File: src/rtl/nx_stream_pkg.sv
// nx_stream_pkg: shared types and constants for the nx_stream blocks.
//   arb_state_e : arbiter FSM state (IDLE = arbitrating, LOCKED = grant held)
//   COUNT_W     : width of the per-input beat counters
//   sat_inc     : saturating increment for COUNT_W-bit counters
package nx_stream_pkg;

  typedef enum logic {
    ARB_IDLE   = 1'b0,
    ARB_LOCKED = 1'b1
  } arb_state_e;

  localparam int unsigned COUNT_W = 16;

  function automatic logic [COUNT_W-1:0] sat_inc(input logic [COUNT_W-1:0] v);
    return (v == {COUNT_W{1'b1}}) ? v : v + 1'b1;
  endfunction

endpackage

File: src/rtl/nx_rr_select.sv
// nx_rr_select: combinational rotating-priority picker.
// Finds the first set bit of req_i, searching upward from ptr_i with wrap.
// Ports:
//   req_i   [N]      request vector
//   ptr_i   [IDX_W]  highest-priority position (must be < N)
//   grant_o [N]      one-hot grant (all zero when no request)
//   idx_o   [IDX_W]  index of the granted bit (0 when no request)
//   any_o            at least one request present
module nx_rr_select #(
  parameter int N     = 4,
  parameter int IDX_W = $clog2(N)
) (
  input  logic [N-1:0]     req_i,
  input  logic [IDX_W-1:0] ptr_i,
  output logic [N-1:0]     grant_o,
  output logic [IDX_W-1:0] idx_o,
  output logic             any_o
);

  int j;

  always_comb begin
    grant_o = '0;
    idx_o   = '0;
    any_o   = 1'b0;
    j       = 0;
    for (int k = 0; k < N; k++) begin
      j = int'(ptr_i) + k;
      if (j >= N) j = j - N;
      if (!any_o && req_i[j]) begin
        any_o      = 1'b1;
        grant_o[j] = 1'b1;
        idx_o      = IDX_W'(j);
      end
    end
  end

endmodule

File: src/rtl/nx_stream_arbiter.sv
// nx_stream_arbiter: round-robin, message-locking stream arbiter.
// Optional feature macro: NX_STREAM_ARB_COUNT_EN (adds beat_count_o).
// Handshake: a beat transfers on a port when its valid and ready are both
// high on a rising clk_i edge; ready never depends on that port's own valid
// except through grant selection in IDLE.
// Ports:
//   clk_i, rst_ni        clock, asynchronous active-low reset
//   inbound_data_i       [INPUTS][STREAM_WIDTH] per-input beat data
//   inbound_valid_i      [INPUTS] per-input valid
//   inbound_last_i       [INPUTS] per-input last-beat flag
//   inbound_ready_o      [INPUTS] per-input ready (only the granted one)
//   outbound_data_o      selected beat data
//   outbound_valid_o     selected beat valid
//   outbound_last_o      selected beat last
//   outbound_ready_i     downstream ready
//   beat_count_o         [INPUTS][16] saturating beat counts (macro only)
//   idle_o               IDLE and no inbound valid
module nx_stream_arbiter
  import nx_stream_pkg::*;
#(
  parameter int STREAM_WIDTH = 32,
  parameter int INPUTS       = 4
) (
  input  logic                                 clk_i,
  input  logic                                 rst_ni,
  input  logic [INPUTS-1:0][STREAM_WIDTH-1:0]  inbound_data_i,
  input  logic [INPUTS-1:0]                    inbound_valid_i,
  input  logic [INPUTS-1:0]                    inbound_last_i,
  output logic [INPUTS-1:0]                    inbound_ready_o,
  output logic [STREAM_WIDTH-1:0]              outbound_data_o,
  output logic                                 outbound_valid_o,
  output logic                                 outbound_last_o,
  input  logic                                 outbound_ready_i,
`ifdef NX_STREAM_ARB_COUNT_EN
  output logic [INPUTS-1:0][COUNT_W-1:0]       beat_count_o,
`endif
  output logic                                 idle_o
);

  localparam int PTR_W = $clog2(INPUTS);

  arb_state_e       state_q, state_d;
  logic [PTR_W-1:0] ptr_q, ptr_d;
  logic [PTR_W-1:0] lock_q, lock_d;

  logic [INPUTS-1:0] sel_grant;
  logic [PTR_W-1:0]  sel_idx;
  logic              sel_any;

  logic              grant_act;
  logic [PTR_W-1:0]  grant_idx;
  logic [INPUTS-1:0] grant_vec;
  logic              out_valid;
  logic              out_last;
  logic              xfer;
  logic              xfer_last;

  function automatic logic [PTR_W-1:0] ptr_inc(input logic [PTR_W-1:0] p);
    return (p == PTR_W'(INPUTS - 1)) ? '0 : p + 1'b1;
  endfunction

  nx_rr_select #(.N(INPUTS), .IDX_W(PTR_W)) u_rr_select (
    .req_i   (inbound_valid_i),
    .ptr_i   (ptr_q),
    .grant_o (sel_grant),
    .idx_o   (sel_idx),
    .any_o   (sel_any)
  );

  // State register
  always_ff @(posedge clk_i or negedge rst_ni) begin
    if (!rst_ni) begin
      state_q <= ARB_IDLE;
      ptr_q   <= '0;
      lock_q  <= '0;
    end else begin
      state_q <= state_d;
      ptr_q   <= ptr_d;
      lock_q  <= lock_d;
    end
  end

  // Next-state logic
  always_comb begin
    state_d = state_q;
    ptr_d   = ptr_q;
    lock_d  = lock_q;
    case (state_q)
      ARB_IDLE: begin
        if (grant_act) begin
          if (xfer_last) begin
            ptr_d = ptr_inc(grant_idx);
          end else begin
            state_d = ARB_LOCKED;
            lock_d  = grant_idx;
          end
        end
      end
      ARB_LOCKED: begin
        if (xfer_last) begin
          state_d = ARB_IDLE;
          ptr_d   = ptr_inc(lock_q);
        end
      end
      default: state_d = ARB_IDLE;
    endcase
  end

  // Output logic. Outputs are gated by rst_ni so they go quiet the moment
  // reset asserts, without waiting for the registers to be observed.
  always_comb begin
    grant_act = 1'b0;
    grant_idx = sel_idx;
    grant_vec = '0;
    if (rst_ni) begin
      if (state_q == ARB_LOCKED) begin
        // Grant is held on the locked input even if its valid drops.
        grant_act = 1'b1;
        grant_idx = lock_q;
        grant_vec = INPUTS'(1) << lock_q;
      end else begin
        grant_act = sel_any;
        grant_idx = sel_idx;
        grant_vec = sel_grant;
      end
    end
    out_valid        = grant_act & inbound_valid_i[grant_idx];
    out_last         = grant_act & inbound_last_i[grant_idx];
    xfer             = out_valid & outbound_ready_i;
    xfer_last        = xfer & out_last;
    outbound_data_o  = inbound_data_i[grant_idx];
    outbound_valid_o = out_valid;
    outbound_last_o  = out_last;
    inbound_ready_o  = grant_vec & {INPUTS{outbound_ready_i}};
    idle_o           = !rst_ni || ((state_q == ARB_IDLE) && !(|inbound_valid_i));
  end

`ifdef NX_STREAM_ARB_COUNT_EN
  logic [INPUTS-1:0][COUNT_W-1:0] cnt_q;

  always_ff @(posedge clk_i or negedge rst_ni) begin
    if (!rst_ni) begin
      cnt_q <= '0;
    end else begin
      for (int i = 0; i < INPUTS; i++) begin
        if (xfer && (grant_idx == PTR_W'(i))) cnt_q[i] <= sat_inc(cnt_q[i]);
      end
    end
  end

  assign beat_count_o = cnt_q;
`endif

endmodule

File: config.mk
export PLATFORM = sky130hd
export DESIGN_NAME = nx_stream_arbiter
export DESIGN_NICKNAME = d
export VERILOG_FILES = /design/src/rtl/nx_stream_pkg.sv /design/src/rtl/nx_rr_select.sv /design/src/rtl/nx_stream_arbiter.sv
export SDC_FILE = /design/constraint.sdc
export NUM_CORES = 1
export LEC_CHECK = 0
export CAP_MARGIN = 40
export CORE_MARGIN = 1
export CORE_UTILIZATION = 32
export DETAILED_ROUTE_END_ITERATION = 7
export PLACE_DENSITY_LB_ADDON = 0.15
export SLEW_MARGIN = 20
export SYNTH_ARGS = -nofsm -noshare
export SYNTH_HDL_FRONTEND = slang
export SYNTH_SLANG_ARGS = --single-unit
File: constraint.sdc
create_clock -name clk_i -period 4.3 [get_ports clk_i]
set_input_delay 0.86 -clock clk_i [delete_from_list [all_inputs] [get_ports clk_i]]
set_output_delay 0.86 -clock clk_i [all_outputs]
set_load 0.02 [all_outputs]
# == Word level (Yosys, flattened, before mapping) ==
# Index checks and enable logic that the tools add are counted.
# classes
addsub,9
n_eq_ne,5
shifts,1
n_bitwise,10
muxes,57
n_lt_le_gt_ge,13
reduce_logical,17
# op_table
op,n
$mux 32,5
$ge 32x1->1 const B,4
$lt 32x4->1 const B,4
$ge 32x4->1 const B,3
$sub 32x4->32 const B,3
$bmux 32 s2,1
$mux 4,6
$mux 1,22
$mux 2,11
$bmux 1 s2,6
$or 4x4->4,3
$demux 1 s2,4
$logic_and 1x1->1,8
$add 2x2->3 const B,2
$reduce_and 3->1,2
$logic_not 1->1,5
$add 2x1->2 const B,2
$and 1x1->1,4
$and 4x4->4,1
$eq 2x2->1 const B,2
$ne 2x2->1 const B,2
$pmux 2 s2,1
$reduce_or 4->1,1
$shl 1x2->4 const A,1
other kinds (8),9
# word_totals
output_inout_bits,39
regBits,5
elab_cells,115

# == Logic depth before layout (Yosys ltp) ==
# depth
word_depth,25
depth_mapped,13
depth_no_buf,10

# == By module ==
# Synthesis repeated with hierarchy kept, for this count alone.
# hier_totals
hier_cells,311
hier_area_um2,1928.1
# modules_own_cells
module,n_inst,cells_each,area_per_inst_um2
nx_stream_arbiter,1,263,1467.7
nx_rr_select,1,48,460.4

# == Least setup slack after synthesis ==
# Ideal clock, no wire load.
# synth_path
kind,reg2out
start,register ptr_q[1]
end,output port outbound_data_o[0]
arrival_time_ps,3262
path_slack_ps,178
path_buffers,3
path_stages_with_launch,13
cell_sequence,dfrtp_1 > clkbuf_1 > inv_1 > ha_1 > mux4_2 > or2_4 > o21ai_2 > o21a_1 > buf_2 > clkbuf_1 > nand2_1 > and3_1 > a31oi_1
# synth_between
elab_chain_cells,19
word_cells_on_any_way,44
classes_between,add/sub (7); order compare (4); mux (27); reduce/logical (6)
# synth_rtl
item,line,rtl
start: declaration,nx_stream_arbiter.sv:43,"logic [PTR_W-1:0] ptr_q, ptr_d;"
start signal: assignment,nx_stream_arbiter.sv:78,ptr_q <= ptr_d;
"parallel branches: the longest is 14 deep, another holds $sub 32x4->32",-,
$mux 2 *,nx_rr_select.sv:30,if (!any_o && req_i[j]) begin
$mux 2,nx_stream_arbiter.sv:116,if (state_q == ARB_LOCKED) begin
$mux 2 *,nx_stream_arbiter.sv:115,if (rst_ni) begin
$bmux 32 s2 *,nx_stream_arbiter.sv:131,outbound_data_o = inbound_data_i[grant_idx];
$mux 32 (not written as such) *,nx_stream_arbiter.sv:131,
end: declaration,nx_stream_arbiter.sv:30,"output logic [STREAM_WIDTH-1:0] outbound_data_o,"
# Mark *: on every way between the ends. The select of a mux whose other input is x is not followed.

# == Final worst setup path ==
# layout_path
start,input port inbound_valid_i[2]
end,output port outbound_valid_o
# layout_between
elab_chain_cells,18
word_cells_on_any_way,33
classes_between,mux (26); bitwise (1); reduce/logical (6)
# layout_rtl
item,line,rtl
start: declaration,nx_stream_arbiter.sv:27,"input logic [INPUTS-1:0] inbound_valid_i,"
$bmux 1 s2,nx_rr_select.sv:30,
$mux 1 (not written as such) (2 in a row),nx_rr_select.sv:30,
$mux 1,nx_rr_select.sv:30,
$logic_not 1->1,nx_rr_select.sv:30,
$logic_and 1x1->1,nx_rr_select.sv:30,
$mux 1,nx_rr_select.sv:30,
$logic_not 1->1,nx_rr_select.sv:30,
$logic_and 1x1->1,nx_rr_select.sv:30,
$mux 1,nx_rr_select.sv:30,
$logic_not 1->1,nx_rr_select.sv:30,
$logic_and 1x1->1,nx_rr_select.sv:30,
$mux 2,nx_rr_select.sv:30,
$mux 2,nx_stream_arbiter.sv:116,
$mux 2,nx_stream_arbiter.sv:115,
$bmux 1 s2,nx_stream_arbiter.sv:127,out_valid = grant_act & inbound_valid_i[grant_idx];
$mux 1 (not written as such),nx_stream_arbiter.sv:127,
$and 1x1->1 *,nx_stream_arbiter.sv:127,
end: declaration,nx_stream_arbiter.sv:31,"output logic outbound_valid_o,"
# Every way passes the cells marked *; elsewhere a longest branch is shown, timed or not. The select of a mux whose other input is x is not followed.

==> run metrics <==
status=completed; total core area=0.00596 mm2; worst ir drop on vdd=0.476 mV; Hold Path End=ptr_q[0]; CTS max path bufs=2; Hold Crit Depth=2; Critical Path Fanout Max=6; drt first-iter violations=109; Inserted Diodes=0; GRT overflow=0; Die ar.=0.00651 mm2; Fill cells=530; Die X-Extent=80.7 um; htree depth=1; clk slew on worst S/H paths=0.03 ns; clk_skew=0.00323 ns; Vias per Instance=5.24; area of the multi-input gates=0.00175 mm2; Post-route DRC=0; Arrival @ worst endpoint=3.30 ns; R2R Path Start=ptr_q[0]; die height=80.7 um; Synth area leaders=nand2_1 (26%), a31oi_1 (11%), and3_1 (10%), dfrtp_1 (6.3%), ha_1 (5.1%); Leakage=0.00190 uW; worst-case reg-to-reg path depth=12; Root Driver=clkbuf_8; Post-DRT Antenna Nets=0; vias in the first global route=3032; Synth top area share=0.262; Mapped Cells=344; Hold Fails Final Rpt=0; CP required=3.44 ns; Overall Power=3390 uW; TritonCTS Buffers=3; I/O pins=178; final setup vio count=0; Synth Cell Area=0.00198 mm2; DRT Wirelength=9.15 mm; sequential area share after synthesis=0.0632; fin crit share=0.968; 1st-pass router iterations=4; Pwr Density=804 mW/mm2; Final Util=0.707; hold crit path type=reg2reg; Routed WL per cell=14.9 um; initial antenna violation count=0; Crit Path Category=in2out; CTS tree=done; max cap viols=0; global-route wire length before repair=13.7 mm; Area Overhead vs Synth=113%; share of cells above drive strength 1=0.177; r2r setup slk=0.89 ns; pins over their slew limit=0; Syn Nets=491; CP startpoint kind=input pin; fin nets=686; FMAX=240 MHz; row count=28; setup TNS=0 ns; dpl hpwl=7.11 mm; hold wc startpoint=ptr_q[0]; Sequential cell area=125 um2; end of the worst register-to-register path=ptr_q[1]; relative slew slack=0.689; RSZ-0062 raised after global routing=no; Syn Area/Cell=5.76 um2; CP endpoint kind=output pin; GP Congestion=0.812; Worst Tran Pin Value=0.467 ns; Post-CTS Hold Fix Bufs=0; Port Buffers=177; clk sinks=5; cell taking the most area after synthesis=nand2_1; FF+latch count, synth=5; final critical-path required period=4.16 ns; Vias=3210; Clock Latency Late Sink=0.23 ns; GR Util All Layers=0.266; Ys Warns=0; Initial Utilization=0.333; synth unique cells=47; largest net degree at the start of global routing=24
-- metrics by stage --
stage | setup slack, ns | hold WS, ns | instances | area [um2]
4_1_cts | 0.00403 | 0.622 | 613 | 4240
3_3_place_gp | -0.416 | 0.582 | 605 | 4080
3_5_place_dp | -0.420 | 0.615 | 605 | 4080
2_1_floorplan | 0.178 | 0.563 | 344 | 1980
6_report | 0.139 | 0.618 | 613 | 4210
5_1_grt | 0.0108 | 0.643 | 613 | 4210
-- area by class of cell --
class	instances	share of cell area
Clock buffer	4	0.0107
Inverter	6	0.00535
Multi-Input combinational cell	306	0.417
Sequential cell	5	0.0297
Tap cell	75	0.0223
Timing Repair Buffer	217	0.515
-- worst max-delay path: stages --
cell,delay [ns]
dlygate4sd2_1,0.29
buf_4,0.16
mux4_2,0.45
nand2b_1,0.15
nand3_1,0.13
buf_4,0.17
and2_1,0.18
a2111o_1,0.40
a21oi_2,0.16
dlygate4sd2_1,0.35
-- synthesized netlist by cell type, drive strengths merged --
cell type and number:
nand3b 2, a211o 1, nand2b 1, a21boi 2, a21bo 1, o221ai 1
o211ai 1, ha 8, a21oi 7, a41oi 1, xnor2 1, or3 1
and2 5, o21bai 1, nand2 138, a211oi 1, mux4 4, mux2i 5
nand3 3, clkbuf 17, a2111o 1, dfrtp 5, a221oi 4, or4 1
nor2 21, o21a 1, a31oi 35, a22oi 4, nor2b 2, a311oi 1
nor3b 1, inv 6, buf 10, mux2 4, a21o 1, and3 33
or2 2, and3b 1, o21ai 7, o22ai 3
-- registers in the layout (all words and copies together) (netlist names) --
signal and flops:
state_q 1, lock_q 2, ptr_q 2
-- routing by layer --
layer	track usage	part of all wire	vias to the layer above
li1	-	-	1596
met1	0.317	0.41	1468
met2	0.486	0.51	128
met3	0.0443	0.060	18
met4	0.0714	0.024	0
met5	0	0	-
-- cell usage in the layout (no fill, tap or decap), types with 5 or more instances in the layout --
| cell type | instances |
|---|---|
| mux2i_1 | 5 |
| nor2_1 | 21 |
| nand2_1 | 137 |
| buf_4 | 36 |
| and3_1 | 33 |
| ha_1 | 8 |
| buf_2 | 6 |
| and2_1 | 5 |
| dfrtp_1 | 5 |
| buf_12 | 6 |
| a31oi_1 | 33 |
| a21oi_1 | 6 |
| clkdlybuf4s50_1 | 139 |
| inv_1 | 6 |
| clkdlybuf4s15_2 | 21 |
-- report_power, final --
part           switching, uW  leakage, uW  internal [uW]  total [uW]
logic                   1670      0.00182           1510        3180
registers               42.6    0.0000566           70.8         113
clock network           25.6    0.0000228           63.8        89.5
-- timing repair --
| action | in CTS | in global routing |
|---|---|---|
| setup endpoints to repair | 34 | 38 |
| resized for setup | 129 | 13 |
| pin swaps | 2 | 0 |
| cloned | 2 | 0 |
| setup buffers | 2 | 0 |
-- cells by family after synthesis --
family | after synthesis | share of synthesized area
adder cells (fa/ha/maj) | 8 | 0.0505
buffers and inverters | 33 | 0.0695
AND/OR/NAND/NOR | 211 | 0.470
XOR/XNOR | 1 | 0.00442
AO/OA/AOI/OAI | 73 | 0.247
multiplexers | 13 | 0.0954
flip-flops | 5 | 0.0632
-- worst max-delay path by stage --
stage                          endpoint  slack, ns  depth (start not counted)                from
detailed placement  outbound_data_o[13]      -0.42                         11  inbound_valid_i[2]
floorplan            outbound_data_o[0]       0.18                         12            ptr_q[1]
finish                 outbound_valid_o       0.14                         10  inbound_valid_i[2]
global placement     outbound_data_o[9]      -0.42                         12  inbound_valid_i[2]
global route        outbound_data_o[23]       0.01                         12  inbound_valid_i[2]
CTS                     outbound_last_o      0.004                          9  inbound_valid_i[3]
Note: power is estimated with default switching activity, not from simulation.
